===== src/rtl/notes_pkg.sv =====
// Shared definitions for the note-letter glyph ROM path: default widths,
// a width helper and the response bundle carried out of the arbiter.
package notes_pkg;

  localparam int NOTE_ROM_ADDR_W = 16;
  localparam int NOTE_ROM_DATA_W = 8;

  // Wide enough to hold the index of up to eight requesters.
  localparam int RSP_ID_W = 3;

  // Ceiling log2 that never returns less than 1, so one-requester builds
  // still get a legal one-bit index.
  function automatic int clog2(input int n);
    int r;
    r = 0;
    while ((1 << r) < n) r++;
    return (r < 1) ? 1 : r;
  endfunction

  typedef struct packed {
    logic                       valid;
    logic [RSP_ID_W-1:0]        id;
    logic [NOTE_ROM_DATA_W-1:0] data;
  } rsp_t;

endpackage


===== src/rtl/rr_pick.sv =====
// Combinational grant picker. Round-robin from ptr by default; with
// ARB_FIXED_PRIO_EN defined it becomes a plain lowest-index-wins encoder.
module rr_pick #(
  parameter int NUM_REQ = 4,
  parameter int ID_W    = 2
) (
  input  logic [NUM_REQ-1:0] req,
  input  logic [ID_W-1:0]    ptr,
  output logic [NUM_REQ-1:0] gnt,
  output logic [ID_W-1:0]    idx,
  output logic               any
);

`ifdef ARB_FIXED_PRIO_EN

  logic [ID_W-1:0] unused_ptr;
  assign unused_ptr = ptr;

  always_comb begin
    gnt = '0;
    idx = '0;
    any = 1'b0;
    for (int i = NUM_REQ - 1; i >= 0; i--) begin
      if (req[i]) begin
        gnt    = '0;
        gnt[i] = 1'b1;
        idx    = ID_W'(i);
        any    = 1'b1;
      end
    end
  end

`else

  // Rotate the requests so position 0 is the pointer, take the lowest set
  // bit, then map the rotated position back to a requester index.
  logic [2*NUM_REQ-1:0] doubled;
  logic [2*NUM_REQ-1:0] rotated;
  int                   hit;

  assign doubled = {req, req};
  assign rotated = doubled >> ptr;

  always_comb begin
    gnt = '0;
    idx = '0;
    any = 1'b0;
    hit = 0;
    for (int j = NUM_REQ - 1; j >= 0; j--) begin
      if (rotated[j]) begin
        hit = int'(ptr) + j;
        any = 1'b1;
      end
    end
    if (hit >= NUM_REQ) hit = hit - NUM_REQ;
    if (any) begin
      idx = ID_W'(hit);
      gnt = NUM_REQ'(1) << hit;
    end
  end

`endif

endmodule


===== src/rtl/note_rom_arbiter.sv =====
// Shares one synchronous glyph ROM among sprite renderers, one read per
// pixel_clk, tagging returned data with the requester id. Build with
// ARB_FIXED_PRIO_EN for fixed priority instead of round-robin.
module note_rom_arbiter
  import notes_pkg::*;
#(
  parameter int  NUM_REQ = 4,
  parameter int  ADDR_W  = NOTE_ROM_ADDR_W,
  parameter int  DATA_W  = NOTE_ROM_DATA_W,
  parameter int  ROM_LAT = 1,
  localparam int ID_W    = clog2(NUM_REQ)
) (
  input  logic                      pixel_clk,
  input  logic                      reset_n,
  input  logic                      sync_clr,
  input  logic [NUM_REQ-1:0]        req,
  input  logic [NUM_REQ*ADDR_W-1:0] req_addr,
  output logic [NUM_REQ-1:0]        gnt,
  output logic [ADDR_W-1:0]         rom_addr,
  input  logic [DATA_W-1:0]         rom_data,
  output logic                      rsp_valid,
  output logic [ID_W-1:0]           rsp_id,
  output logic [DATA_W-1:0]         rsp_data,
  output logic                      busy
);

  logic [ID_W-1:0]    ptr;
  logic [NUM_REQ-1:0] pick_gnt;
  logic [ID_W-1:0]    pick_idx;
  logic               pick_any;
  logic               accept;
  logic [ADDR_W-1:0]  sel_addr;

  rr_pick #(
    .NUM_REQ(NUM_REQ),
    .ID_W   (ID_W)
  ) pick_i (
    .req(req),
    .ptr(ptr),
    .gnt(pick_gnt),
    .idx(pick_idx),
    .any(pick_any)
  );

  assign gnt    = reset_n ? pick_gnt : '0;
  assign accept = pick_any & reset_n;

`ifdef ARB_FIXED_PRIO_EN

  logic unused_sync_clr;
  assign unused_sync_clr = sync_clr;
  assign ptr             = '0;

`else

  // sync_clr wins over the accept update; the grant in that same cycle
  // was already made from the old pointer.
  always_ff @(posedge pixel_clk or negedge reset_n) begin
    if (!reset_n) begin
      ptr <= '0;
    end else if (sync_clr) begin
      ptr <= '0;
    end else if (accept) begin
      if (pick_idx == ID_W'(NUM_REQ - 1)) ptr <= '0;
      else                                ptr <= pick_idx + 1'b1;
    end
  end

`endif

  always_comb begin
    sel_addr = '0;
    for (int i = 0; i < NUM_REQ; i++) begin
      if (pick_gnt[i]) sel_addr = req_addr[i*ADDR_W +: ADDR_W];
    end
  end

  // rom_addr deliberately holds between accepts rather than returning to 0.
  always_ff @(posedge pixel_clk or negedge reset_n) begin
    if (!reset_n) begin
      rom_addr <= '0;
    end else if (accept) begin
      rom_addr <= sel_addr;
    end
  end

  logic [ROM_LAT-1:0] stage_valid;
  logic [ID_W-1:0]    stage_id [ROM_LAT];

  // valid/id ride alongside the ROM so the tag lines up with its data.
  always_ff @(posedge pixel_clk or negedge reset_n) begin
    if (!reset_n) begin
      stage_valid <= '0;
      for (int k = 0; k < ROM_LAT; k++) stage_id[k] <= '0;
    end else begin
      stage_valid[0] <= accept;
      stage_id[0]    <= pick_idx;
      for (int k = 1; k < ROM_LAT; k++) begin
        stage_valid[k] <= stage_valid[k-1];
        stage_id[k]    <= stage_id[k-1];
      end
    end
  end

  rsp_t rsp_q;

  always_ff @(posedge pixel_clk or negedge reset_n) begin
    if (!reset_n) begin
      rsp_q <= '0;
    end else begin
      rsp_q.valid <= stage_valid[ROM_LAT-1];
      if (stage_valid[ROM_LAT-1]) begin
        rsp_q.id   <= RSP_ID_W'(stage_id[ROM_LAT-1]);
        rsp_q.data <= rom_data;
      end
    end
  end

  assign rsp_valid = rsp_q.valid;
  assign rsp_id    = rsp_q.id[ID_W-1:0];
  assign rsp_data  = rsp_q.data;
  assign busy      = (|stage_valid) | rsp_q.valid;

endmodule


===== config.mk =====
export PLATFORM = sky130hd
export DESIGN_NAME = note_rom_arbiter
export DESIGN_NICKNAME = d
export VERILOG_FILES = /design/src/rtl/notes_pkg.sv /design/src/rtl/rr_pick.sv /design/src/rtl/note_rom_arbiter.sv
export SDC_FILE = /design/constraint.sdc
export NUM_CORES = 1
export LEC_CHECK = 0
export CORE_ASPECT_RATIO = 1.2
export CORE_MARGIN = 2
export CORE_UTILIZATION = 42
export CTS_CLUSTER_DIAMETER = 40
export DETAILED_ROUTE_END_ITERATION = 16
export PLACE_DENSITY = 0.86
export SYNTH_ARGS = -nofsm -noshare
export SYNTH_HDL_FRONTEND = slang
export SYNTH_SLANG_ARGS = --single-unit

===== constraint.sdc =====
create_clock -name pixel_clk -period 2.5 [get_ports pixel_clk]
set_input_delay 0.5 -clock pixel_clk [delete_from_list [all_inputs] [get_ports pixel_clk]]
set_output_delay 0.5 -clock pixel_clk [all_outputs]
set_load 0.02 [all_outputs]

* Word-level counts from Yosys, hierarchy flattened
Cells that the tools add are included.
** Word-level totals
- Memory bits (writable) :: 0
- Bits in latches :: 0
- Memories :: 0
- ROM bits :: 0
- Register bits after elaboration :: 32
- Logic and storage cells :: 38
- Output and inout bits :: 32
** Operators by class
- Eq/ne operators :: 1
- Reduce and logical (&&, ||, !) cells :: 1
- Shift-type cells :: 2
- Divide/modulo/power cells :: 0
- Multiplexer cells :: 19
- Add/subtract/negate cells :: 5
- Bitwise operators :: 2
- Multiply operators :: 0
- Order comparisons :: 1
** Operator list (number)
- 32-bit 2-to-1 mux :: 5
- 16-bit 2-to-1 mux :: 4
- 32-bit by 4-bit greater-or-equal comparator with 1-bit output (second input constant) :: 1
- 1-bit by 32-bit << shifter with 4-bit output (first input constant) :: 1
- 32-bit by 4-bit subtractor with 32-bit output (second input constant) :: 1
- 2-bit 2-to-1 mux :: 4
- 4-bit 2-to-1 mux :: 2
- 8-bit by 2-bit right shift with 4-bit output :: 1
- 2-bit by 2-bit adder with 3-bit output (second input constant) :: 2
- 1-bit 2-to-1 mux :: 4
- 2-bit by 1-bit adder with 3-bit output (second input constant) :: 1
- 2-bit by 1-bit adder with 2-bit output (second input constant) :: 1
- 2-bit == test (second input constant) :: 1
- 2-bit nonzero test :: 1
- 1-bit bitwise AND :: 1
- 1-bit bitwise OR :: 1

* Logic depth before layout (Yosys ltp)
Gate-level depths: netlist of run 1.
- Depth in word-level cells :: 13
- Gate-level depth with buffers :: 9
- Depth with buffers taken out :: 6

* Cells and area by module
Synthesis of run 1 repeated with hierarchy kept, for this count alone.
** Second synthesis, totals
- Cells, all modules :: 168
- Area total of the unflattened synthesis :: 1786.7 um^2
** Modules (own cells, without submodules)
- note_rom_arbiter :: instances 1, area an instance 1604.0 um^2, cells each 138, seq. area each 800.8 um^2
- rr_pick :: instances 1, area an instance 182.7 um^2, cells each 30, seq. area each 0.0 um^2

* Worst setup path after synthesis of run 1
No wires, ideal clock.
- Path kind :: input-to-output
- Start point :: input port req[3]
- End point :: output port gnt[0]
- Required time :: 2000 ps
- Stages on the path :: 6
- Arrival time :: 1683 ps
- Slack :: 317 ps
- Cell sequence :: buf_2 > nor4_1 > nand2b_1 > buf_4 > clkbuf_1 > nor3_1
** On the way
- Cells in the longest elaborated chain, start to end :: 10
- Elaborated cells on any way between the ends :: 15
** RTL lines
- from (decl) :: RTL line note_rom_arbiter.sv:16 : input logic [NUM_REQ-1:0] req,
- 8-bit by 2-bit right shift with 4-bit output (*) :: RTL line rr_pick.sv:42 : assign rotated = doubled >> ptr;
- 32-bit 2-to-1 mux (4 in a row) :: RTL line rr_pick.sv:50 : if (rotated[j]) begin
- 32-bit by 4-bit subtractor with 32-bit output or 32-bit by 4-bit greater-or-equal comparator with 1-bit output (tied branches) :: RTL line rr_pick.sv:55 : if (hit >= NUM_REQ) hit = hit - NUM_REQ;
- 32-bit 2-to-1 mux :: RTL line rr_pick.sv:55
- 1-bit by 32-bit << shifter with 4-bit output :: RTL line rr_pick.sv:58 : gnt = NUM_REQ'(1) << hit;
- 4-bit 2-to-1 mux (*) :: RTL line rr_pick.sv:56 : if (any) begin
- 4-bit 2-to-1 mux (*) :: RTL line note_rom_arbiter.sv:45 : assign gnt = reset_n ? pick_gnt : '0;
- to (decl) :: RTL line note_rom_arbiter.sv:18 : output logic [NUM_REQ-1:0] gnt,
Every way passes the cells marked *; elsewhere a longest branch is shown, timed or not.

* Worst setup path in the final report of run 1
- Start point :: input port req[2]
- End point :: register rom_addr[15]
** On the way
- Cells in the longest elaborated chain, start to end :: 13
- Elaborated cells on any way between the ends :: 19
** RTL lines
- 8-bit by 2-bit right shift with 4-bit output (*) :: RTL line rr_pick.sv:42
- 32-bit 2-to-1 mux (4 in a row) :: RTL line rr_pick.sv:50
- 32-bit by 4-bit subtractor with 32-bit output or 32-bit by 4-bit greater-or-equal comparator with 1-bit output (tied branches) :: RTL line rr_pick.sv:55
- 32-bit 2-to-1 mux :: RTL line rr_pick.sv:55
- 1-bit by 32-bit << shifter with 4-bit output :: RTL line rr_pick.sv:58
- 4-bit 2-to-1 mux :: RTL line rr_pick.sv:56
- 16-bit 2-to-1 mux (4 in a row) :: RTL line note_rom_arbiter.sv:74 : if (pick_gnt[i]) sel_addr = req_addr[i*ADDR_W +: ADDR_W];
- to (signal assigned) :: RTL line note_rom_arbiter.sv:83 : rom_addr <= sel_addr;
- to (decl) :: RTL line note_rom_arbiter.sv:19 : output logic [ADDR_W-1:0] rom_addr,
Marked as above.
A chain may end at the register's enable or synchronous reset.

==> flow_summary.toml, run 1 <==
[die]
die_y_um = 80.0
boundaryPins = 111
die_area_mm2 = 0.00538
start_util = 0.437
rows = 27
core_area_mm2 = 0.00463
die_x_um = 67.3

[timing]
fmax_mhz = 418
timing.setup.tns_ns = 0
slew_violations = 0
finalHoldViolations = 0
worst_slew_pin_slew_ns = 0.651
fin_crit_sh = 0.956
hold_slack_ns = 0.186
fin_skew_ns = 0.00505
max_slew_margin = 0.566
grt_setup_unrepaired = "false"
setup_viol = 0
layout_setup_ws_ns = 0.110
period_minus_slack_ns = 2.39

[critical_path]
cp-startpoint = "req[2]"
path_cells = "clkdlybuf4s50_1 > buf_4 > nor4_1 > nand2b_1 > buf_4 > inv_2 > and2_1 > a41o_1"
cpPeakStageDelay_ns = 0.44
setup.worst_path.end_class = "flop"
cp_common_cell = "buf_4"
r2r-end = "rom_addr[15]$_DFFE_PN0P_"
critPathBufInv = 4
r2r_slack_ns = 0.37
ff2ff_path_depth = 7
cp_top_family = "buffers and inverters"
cp.required_ns = 2.67
crit_path_top_delay_cell = "clkdlybuf4s50_1"
worstSetupPathDepth = 8
cp_max_fo = 17
r2r_start = "ptr[1]$_DFFE_PN0P_"
start_kind = "input port"
worst-setup-path-type = "in2reg"
cp-endpoint = "rom_addr[15]$_DFFE_PN0P_"
arrival_ns = 2.56

[synthesis]
synthesis.instances = 231
synth_area_mm2 = 0.00202
yosysWarnings = 0
synth_top_family_by_area = "simple AND/OR/NAND/NOR gates"
synth_compound_area_frac = 0.183
ys_types = 35
syn_avg_cell_area_um2 = 8.75
synth.area.top_cells = "dfrtp_1 40%, nand2_1 9.8%, a41o_1 7.9%"
synth_seq_area_share = 0.396
synthAdderAreaFrac = 0
synth_top_area_cell = "dfrtp_1"
ys_ff_latch = 32
syn-num-nets = 310
synth_simple_gate_area_frac = 0.299
synth_mux_area_frac = 0.0607
synth_top_area_frac = 0.396
synth_xor_xnor_area_share = 0

[routing]
drt_iter0_drc = 122
vias = 2221
via_per_inst = 5.33
drc = 0
dr.pass1.iters = 6
wl_per_cell_um = 15.5
ant_nets = 0
totalWireLength_mm = 6.46

[clock_tree]
clk_path_buf_depth = 2
cts_setup_buffers = 0
root_buffer = "clkbuf_8"
hold_buffers = 0
cts_tree = "done"
clk_latency_ns = 0.28
htree_levels = 2
clk_pin_slew_worst_paths_ns = 0.07
cts_sinks = 32
numCtsBuffers = 5

[grt]
grt_pass1_vias = 2269
grt_first_pass_wirelength_mm = 10.2
antenna_found_initial = 0
grt_overflow = 0
grtUsageTotal = 0.254
grt_start_max_net_pins = 28

[flow_run]
max_cap_viol_count = 0

[worst_hold_path]
holdCritPathClass = "in2async"

[status]
status = "finished clean"

[final_layout]
syn_to_final_growth_pct = 66.7
final_util = 0.728
final_nets = 437
drive_above_1_share = 0.212
fin_area_mm2 = 0.00337
n_antenna_cell = 0

[pwr]
vdd_drop_max_v = 0.000266
leakage_uw = 0.00154
p_per_area_mw_per_mm2 = 522

[place]
preCtsSetupSlack_ns = -0.388
port_buffers = 110
placed_area_mm2 = 0.00329
gp_congestion = 0.829
hpwl_mm = 4.89
-- timing repair --
action	CTS	global route
endpoints found under the hold margin	0	0
setup endpoints to repair	4	11
gates resized for setup	8	5
-- how the worst min path moves through the flow --
stage	end	slack, ns	cells past startpoint
after global placement	rsp_id[1]$_DFFE_PN0P_	0.46	1
after CTS	ptr[1]$_DFFE_PN0P_	0.19	2
after global routing	rom_addr[12]$_DFFE_PN0P_	0.18	2
after detailed placement	rsp_id[1]$_DFFE_PN0P_	0.48	1
after floorplan	ptr[0]$_DFFE_PN0P_	0.20	0
final	ptr[1]$_DFFE_PN0P_	0.19	2
-- flip-flops by register name, indices dropped and copies added, names as in the netlist --
signal	count
ptr	2
rom_addr	16
rsp_data	8
rsp_id	2
rsp_valid	1
stage_id	2
stage_valid	1
-- cell type report --
cell class,instances,area (um^2)
Sequential cell,32,801
Inverter,6,22.5
Clock inverter,2,10.0
Clock buffer,6,82.6
Tap cell,58,72.6
Multi-Input combinational cell,176,1100
Fill cell,383,1260
Timing Repair Buffer,137,1280
-- where the power goes --
part           switching (uW)  internal [uW]
registers                46.4            596
logic                     322            384
clock network             192            219
-- kinds of logic after synthesis --
family / Yosys count
AOI/OAI and AO/OA: 49
muxes: 11
and+or+nand+nor: 116
buffers and inverters: 23
DFF: 32
-- Yosys cell counts --
cell and instances:
a41o_1 16, nand2b_1 2, a21oi_1 3, a21oi_2 3, a21o_1 1, inv_2 1
o22ai_1 1, buf_6 3, nand3_2 1, mux2i_1 1, nor2_1 5, nor2b_1 2
a311oi_1 1, or3b_2 2, a211oi_2 1, clkbuf_1 4, nand3_1 16, mux2_2 10
and2_1 1, buf_4 1, nand2_1 53, or2_2 17, nor3_1 1, a22o_1 1
nor4_1 1, inv_1 5, dfrtp_1 32, o21ai_2 1, nor3b_1 1, o21ai_0 17
a211oi_1 1, buf_2 9, o211ai_2 1, o21ai_1 2, or3b_1 14
-- per-layer routing --
| layer | share of wire | global-route usage | wire length, um |
|---|---|---|---|
| met1 | 0.41 | 0.300 | 2650 |
| met2 | 0.50 | 0.437 | 3250 |
| met3 | 0.074 | 0.0508 | 478 |
| met4 | 0.013 | 0.114 | 81 |
| met5 | 0 | 0 | 0 |
-- cells in the final DEF, fill, tap and decap left out, types with 2 or more instances in the layout --
master | synthesis | final
clkdlybuf4s50_1 | 0 | 104
nand2_1 | 53 | 53
dfrtp_1 | 32 | 32
buf_4 | 1 | 27
o21ai_0 | 17 | 17
or2_2 | 17 | 17
nand3_1 | 16 | 16
a41o_1 | 16 | 16
or3b_1 | 14 | 14
mux2_2 | 10 | 10
clkbuf_8 | 0 | 6
inv_1 | 5 | 5
nor2_1 | 5 | 5
a21oi_1 | 3 | 3
a21oi_2 | 3 | 3
o21ai_1 | 2 | 2
nor2b_1 | 2 | 2
nand2b_1 | 2 | 2
or3b_2 | 2 | 2
clkinv_2 | 0 | 2
buf_2 | 9 | 2
clkbuf_2 | 0 | 2
-- stage by stage --
stage	cells	total power (uW)
2_1_floorplan	231	983
3_3_place_gp	409	1350
3_5_place_dp	409	1360
4_1_cts	417	1770
5_1_grt	417	1870
6_report	417	1760
Note: power is estimated with default switching activity, not from simulation.
==> inputs of run 2 (changes only) <==
Settings changed: CORE_UTILIZATION 42 to 39, PLACE_DENSITY 0.86 to 0.81.
Clock period 2.5 ns to 2.65 ns, I/O delays scaled along.
==> run 2 against run 1 <==
Net effect: largest cell class unchanged; sequential cell count stayed put; via count is 0.41% higher; cell area is 0.37% lower; combinational power is 6.8% lower; total power is 1.4% lower; hold slack better by 0.028 ns.
==> flow_summary.toml, run 2 (same netlist as run 1, synthesis figures left out) <==
[grt]
grt_overflow = 0
grt_start_max_net_pins = 22
grt_pass1_vias = 2314
grtUsageTotal = 0.229
grt_first_pass_wirelength_mm = 10.8
antenna_found_initial = 0

[place]
port_buffers = 110
gp_congestion = 0.794
hpwl_mm = 4.74
placed_area_mm2 = 0.00326

[critical_path]
cp-startpoint = "req[0]"
cp.required_ns = 2.12
arrival_ns = 2.00
ff2ff_path_depth = 7
cp-endpoint = "gnt[0]"
cp_max_fo = 7
setup.worst_path.end_class = "output port"
worst-setup-path-type = "in2out"
r2r_slack_ns = 0.57
start_kind = "input port"
r2r-end = "rom_addr[15]$_DFFE_PN0P_"
r2r_start = "ptr[1]$_DFFE_PN0P_"

[timing]
fmax_mhz = 395
finalHoldViolations = 0
fin_skew_ns = 0.00487
fin_crit_sh = 0.955
timing.setup.tns_ns = 0
grt_setup_unrepaired = "false"
max_slew_margin = 0.553
period_minus_slack_ns = 2.53
hold_slack_ns = 0.214
setup_viol = 0
worst_slew_pin_slew_ns = 0.671
slew_violations = 0

[routing]
ant_nets = 0
drt_iter0_drc = 124
highest-signal-layer = "met4"
totalWireLength_mm = 6.40
met1Wirelength_mm = 2.71
drc = 0
dr.pass1.iters = 4
via_per_inst = 5.39
vias = 2230
wl_per_cell_um = 15.5
wl_met3_um = 527
wl_met2_mm = 3.10

[clock_tree]
root_buffer = "clkbuf_8"
cts_tree = "done"
numCtsBuffers = 5
cts_setup_buffers = 0
cts_sinks = 32
clk_latency_ns = 0.29
clk_pin_slew_worst_paths_ns = 0.07
clk_path_buf_depth = 2
htree_levels = 2
hold_buffers = 0

[pwr]
p_per_area_mw_per_mm2 = 517
leakage_uw = 0.00151
vdd_drop_max_v = 0.000241
power.total_uw = 1730

[die]
boundaryPins = 111
die_y_um = 82.9
core_area_mm2 = 0.00497
die_area_mm2 = 0.00578
rows = 28
die_x_um = 69.7
start_util = 0.406

[final_layout]
final_nets = 432
n_antenna_cell = 0
fin_area_mm2 = 0.00336
layout_common_cells = "105 x clkdlybuf4s50_1, 53 x nand2_1, 32 x dfrtp_1, 23 x buf_4"
largest_register_ff_count = 16
syn_to_final_growth_pct = 66.1
drive_above_1_share = 0.198
final_util = 0.675
max_flop_register = "rom_addr"
final_common_cell = "clkdlybuf4s50_1"

[flow_run]
max_cap_viol_count = 0

[status]
status = "finished clean"

[worst_hold_path]
holdCritPathClass = "in2async"
-- run 2: cell count changes in the layout (fill, tap and decap cells not counted) --
cell and change:
dlymetal6s2s_1 -1, dlygate4sd2_1 +1, clkbuf_2 -1, bufinv_16 +1, buf_4 -4, clkbuf_8 -1, clkdlybuf4s50_1 +1, buf_2 -1
clkinvlp_4 +1, clkinv_2 -1
-- run 2: worst min-delay path by stage --
| stage | slack [ns] | cells past startpoint | from | end |
|---|---|---|---|---|
| after floorplan | 0.23 | 0 | reset_n | ptr[0]$_DFFE_PN0P_ |
| after CTS | 0.21 | 2 | reset_n | rom_addr[7]$_DFFE_PN0P_ |
| final | 0.21 | 2 | reset_n | rom_addr[7]$_DFFE_PN0P_ |
| after detailed placement | 0.48 | 1 | stage_id[1]$_DFF_PN0_ | rsp_id[1]$_DFFE_PN0P_ |
| after global routing | 0.23 | 2 | reset_n | rom_addr[5]$_DFFE_PN0P_ |
| after global placement | 0.46 | 1 | stage_id[1]$_DFF_PN0_ | rsp_id[1]$_DFFE_PN0P_ |
-- run 2: critical path, cell delays in order --
cell and delay, ns:
clkdlybuf4s50_1 0.60, nand2_1 0.11, o22ai_1 0.21, a21oi_1 0.09
nor3_1 0.19, buf_4 0.14, buf_4 0.13
-- run 2: final cells by class --
cell class / instances / area (um^2)
clock buffer: 5 / 68.8
clock inverter: 3 / 42.5
fill: 435 / 1620
inverter: 6 / 22.5
multi-input combinational: 176 / 1100
sequential: 32 / 801
tap: 60 / 75.1
timing repair buffer: 132 / 1250
-- run 2: layer usage --
metal  GRT usage  vias to the layer above
li1            -                     1062
met5           0                        -
met4      0.0612                        0
met2       0.389                      102
met1       0.292                     1057
met3      0.0546                        9
-- run 2: power breakdown --
group	switching, uW	internal (uW)
Combinational	299	359
Clock	190	278
Sequential	46.4	562
Total	535	1200
-- run 2: repair_timing --
item,4_1_cts,5_1_grt
resized for setup,5,2
setup endpoints to repair,4,1
pin swaps,0,0
-- run 2: stage by stage --
step | std cells | worst slack [ns]
after global routing | 414 | 0.00735
after global placement | 406 | -0.312
after CTS | 414 | 0.0799
final | 414 | 0.119
after detailed placement | 406 | -0.354
after floorplan | 231 | 0.407
==> inputs of run 3 (changes only) <==
Settings changed: CORE_UTILIZATION 39 to 37, SYNTH_HIERARCHICAL set to 1.
==> run 3 against run 2 <==
Net effect: combinational power decreased by 3%; clock skew increased by 0.0024 ns; clock-buffer cell count increased by 2; register-to-register slack got worse by 0.15 ns; global-route usage decreased by 0.86 points; die area decreased by 6.4%; sequential cell count unchanged; cell area decreased by 6.1%.
==> flow_summary.toml, run 3 <==
[grt]
grt_pass1_vias = 1832
grtUsageTotal = 0.220
grt_util_met1 = 0.236
globalRouteMet2Util = 0.402
grt_busiest_layer = "met2"
grt_first_pass_wirelength_mm = 8.77
grt_start_max_net_pins = 21
grt_overflow = 0
antenna_found_initial = 0
grt_use_met3 = 0.0728

[critical_path]
cp_max_fo = 4
path_cells = "clkdlybuf4s50_1 > nor2_1 > a221oi_2 > nor2b_2 > and2_1 > dlygate4sd2_1"
cp-startpoint = "req[1]"
crit_path_top_delay_cell = "clkdlybuf4s50_1"
arrival_ns = 2.04
cpPeakStageDelay_ns = 0.53
worst-setup-path-type = "in2out"
r2r_start = "ptr[1]$_DFFE_PN0P_"
start_kind = "input port"
cp.required_ns = 2.12
cp-endpoint = "gnt[2]"
setup.worst_path.end_class = "output port"
r2r-end = "rom_addr[9]$_DFFE_PN0P_"
r2r_slack_ns = 0.42
ff2ff_path_depth = 7

[die]
boundaryPins = 111
start_util = 0.386
core_area_mm2 = 0.00463
die_x_um = 67.4
die_area_mm2 = 0.00540
die_y_um = 80.1
rows = 27

[routing]
totalWireLength_mm = 5.54
vias = 1837
drc = 0
drt_iter0_drc = 120
ant_nets = 0
via_per_inst = 5.26
wl_per_cell_um = 15.9
dr.pass1.iters = 6

[synthesis]
synth_flop_cell = "dfrtp_1"
ys_types = 37
synth_area_mm2 = 0.00179
synth_most_common_cell = "dfrtp_1"
synth_common_cells = "32 x dfrtp_1, 19 x nor2_1, 15 x nor3b_1"
ys_ff_latch = 32
synth_top_family_by_area = "compound AO/OA/AOI/OAI gates"
synthAdderAreaFrac = 0.00700
synth_mux_area_frac = 0.0630
synthArstFlopShare = 1.00
synth_compound_area_frac = 0.225
synth_edf_count = 0
synthesis.instances = 168
synth.area.top_cells = "dfrtp_1 45%, a222oi_1 7.8%, mux2_2 6.3%"
synth_xor_xnor_area_share = 0
syn_avg_cell_area_um2 = 10.6
synth_simple_gate_area_frac = 0.203
synth_top_area_cell = "dfrtp_1"
synth_top_area_frac = 0.448
syn-num-nets = 248
yosysWarnings = 6
synth_seq_area_share = 0.448

[pwr]
vdd_drop_max_v = 0.000306
leakage_uw = 0.00125
power.total_uw = 1760
p_per_area_mw_per_mm2 = 560

[clock_tree]
cts_tree = "done"
cts_setup_buffers = 0
clk_latency_ns = 0.29
clk_pin_slew_worst_paths_ns = 0.07
root_buffer = "clkbuf_8"
hold_buffers = 0
numCtsBuffers = 5
clk_path_buf_depth = 2
htree_levels = 2
cts_sinks = 32

[worst_hold_path]
holdCritPathClass = "in2async"

[timing]
finalHoldViolations = 0
period_minus_slack_ns = 2.57
setup_viol = 0
fmax_mhz = 389
fin_skew_ns = 0.00731
max_slew_margin = 0.488
fin_crit_sh = 0.969
grt_setup_unrepaired = "false"
timing.setup.tns_ns = 0
worst_slew_pin_slew_ns = 0.767
slew_violations = 0

[place]
gp_congestion = 0.862
port_buffers = 110
hpwl_mm = 4.25

[final_layout]
final_common_cell = "clkdlybuf4s50_1"
drive_above_1_share = 0.179
layout_common_cells = "105 x clkdlybuf4s50_1, 32 x dfrtp_1, 19 x nor2_1, 15 x nor3b_1, 15 x buf_4"
n_antenna_cell = 0
max_flop_register = "rom_addr"
syn_to_final_growth_pct = 76.3
largest_register_ff_count = 16
final_nets = 370

[flow_run]
max_cap_viol_count = 0

[status]
status = "finished clean"
[run 3: changes by cell type in the layout (fill, tap and decap cells not counted), sizes merged, moves of 16 or more]
cell	before	now
nand2	53	7
nand3	17	0
a41o	16	0
o21ai	20	4
or2	17	1
or3b	16	0
[run 3: power by group]
part | switching, uW | internal [uW] | total (uW) | leakage, uW
sequential | 46.2 | 564 | 610 | 0.000380
combinational | 286 | 353 | 639 | 0.000809
clock | 183 | 332 | 515 | 0.0000645
[run 3: per-layer routing]
metal	share of wire	wire, um
met4	0.010	57
met2	0.53	2940
met1	0.38	2110
met5	0	0
met3	0.078	434
[run 3: kinds of logic (layout without fill, tap and decap cells)]
logic type	Yosys count	count (layout)
compound gates	49	49
fa+ha+maj	1	1
buf+inv	16	139
flops	32	32
mux	10	10
simple gates	60	60
[run 3: area by class of cell]
class	instances	area, um^2
Timing Repair Buffer	126	1220
Fill cell	393	1480
Tap cell	58	72.6
Clock inverter	1	30.0
Multi-Input combinational cell	120	908
Clock buffer	7	96.3
Sequential cell	32	801
Inverter	5	18.8
[run 3: worst max-delay path: cells and delay by family]
kind	cells	cell delay, ns
AO/OA/AOI/OAI	1	0.32
buffers and inverters	2	0.85
AND/OR/NAND/NOR	3	0.33
[run 3: what timing repair did]
action                                  4_1_cts  5_1_grt
endpoints found under the setup margin        4        1
gates cloned                                  0        0
endpoints found under the hold margin         0        0
resized for setup                             5        1
[run 3: worst min-delay path by stage]
stage	startpoint	to	slack [ns]
detailed placement	reset_n	stage_id[1]$_DFF_PN0_	0.39
global placement	reset_n	rsp_id[1]$_DFFE_PN0P_	0.39
CTS	reset_n	stage_id[1]$_DFF_PN0_	0.08
global route	reset_n	rsp_id[1]$_DFFE_PN0P_	0.09
finish	reset_n	rom_addr[1]$_DFFE_PN0P_	0.08
floorplan	reset_n	ptr[0]$_DFFE_PN0P_	0.23
[run 3: stage by stage]
| stage | hold slack (ns) | area, um^2 | worst slack (ns) | std cells | util |
|---|---|---|---|---|---|
| after floorplan | 0.234 | 1790 | 0.364 | 168 | - |
| after global placement | 0.389 | 3020 | -0.161 | 341 | 0.652 |
| after detailed placement | 0.391 | 3020 | -0.211 | 341 | 0.652 |
| after CTS | 0.0805 | 3150 | 0.0958 | 349 | 0.680 |
| after global routing | 0.0893 | 3150 | 0.0134 | 349 | 0.681 |
| final | 0.0828 | 3150 | 0.0813 | 349 | 0.681 |
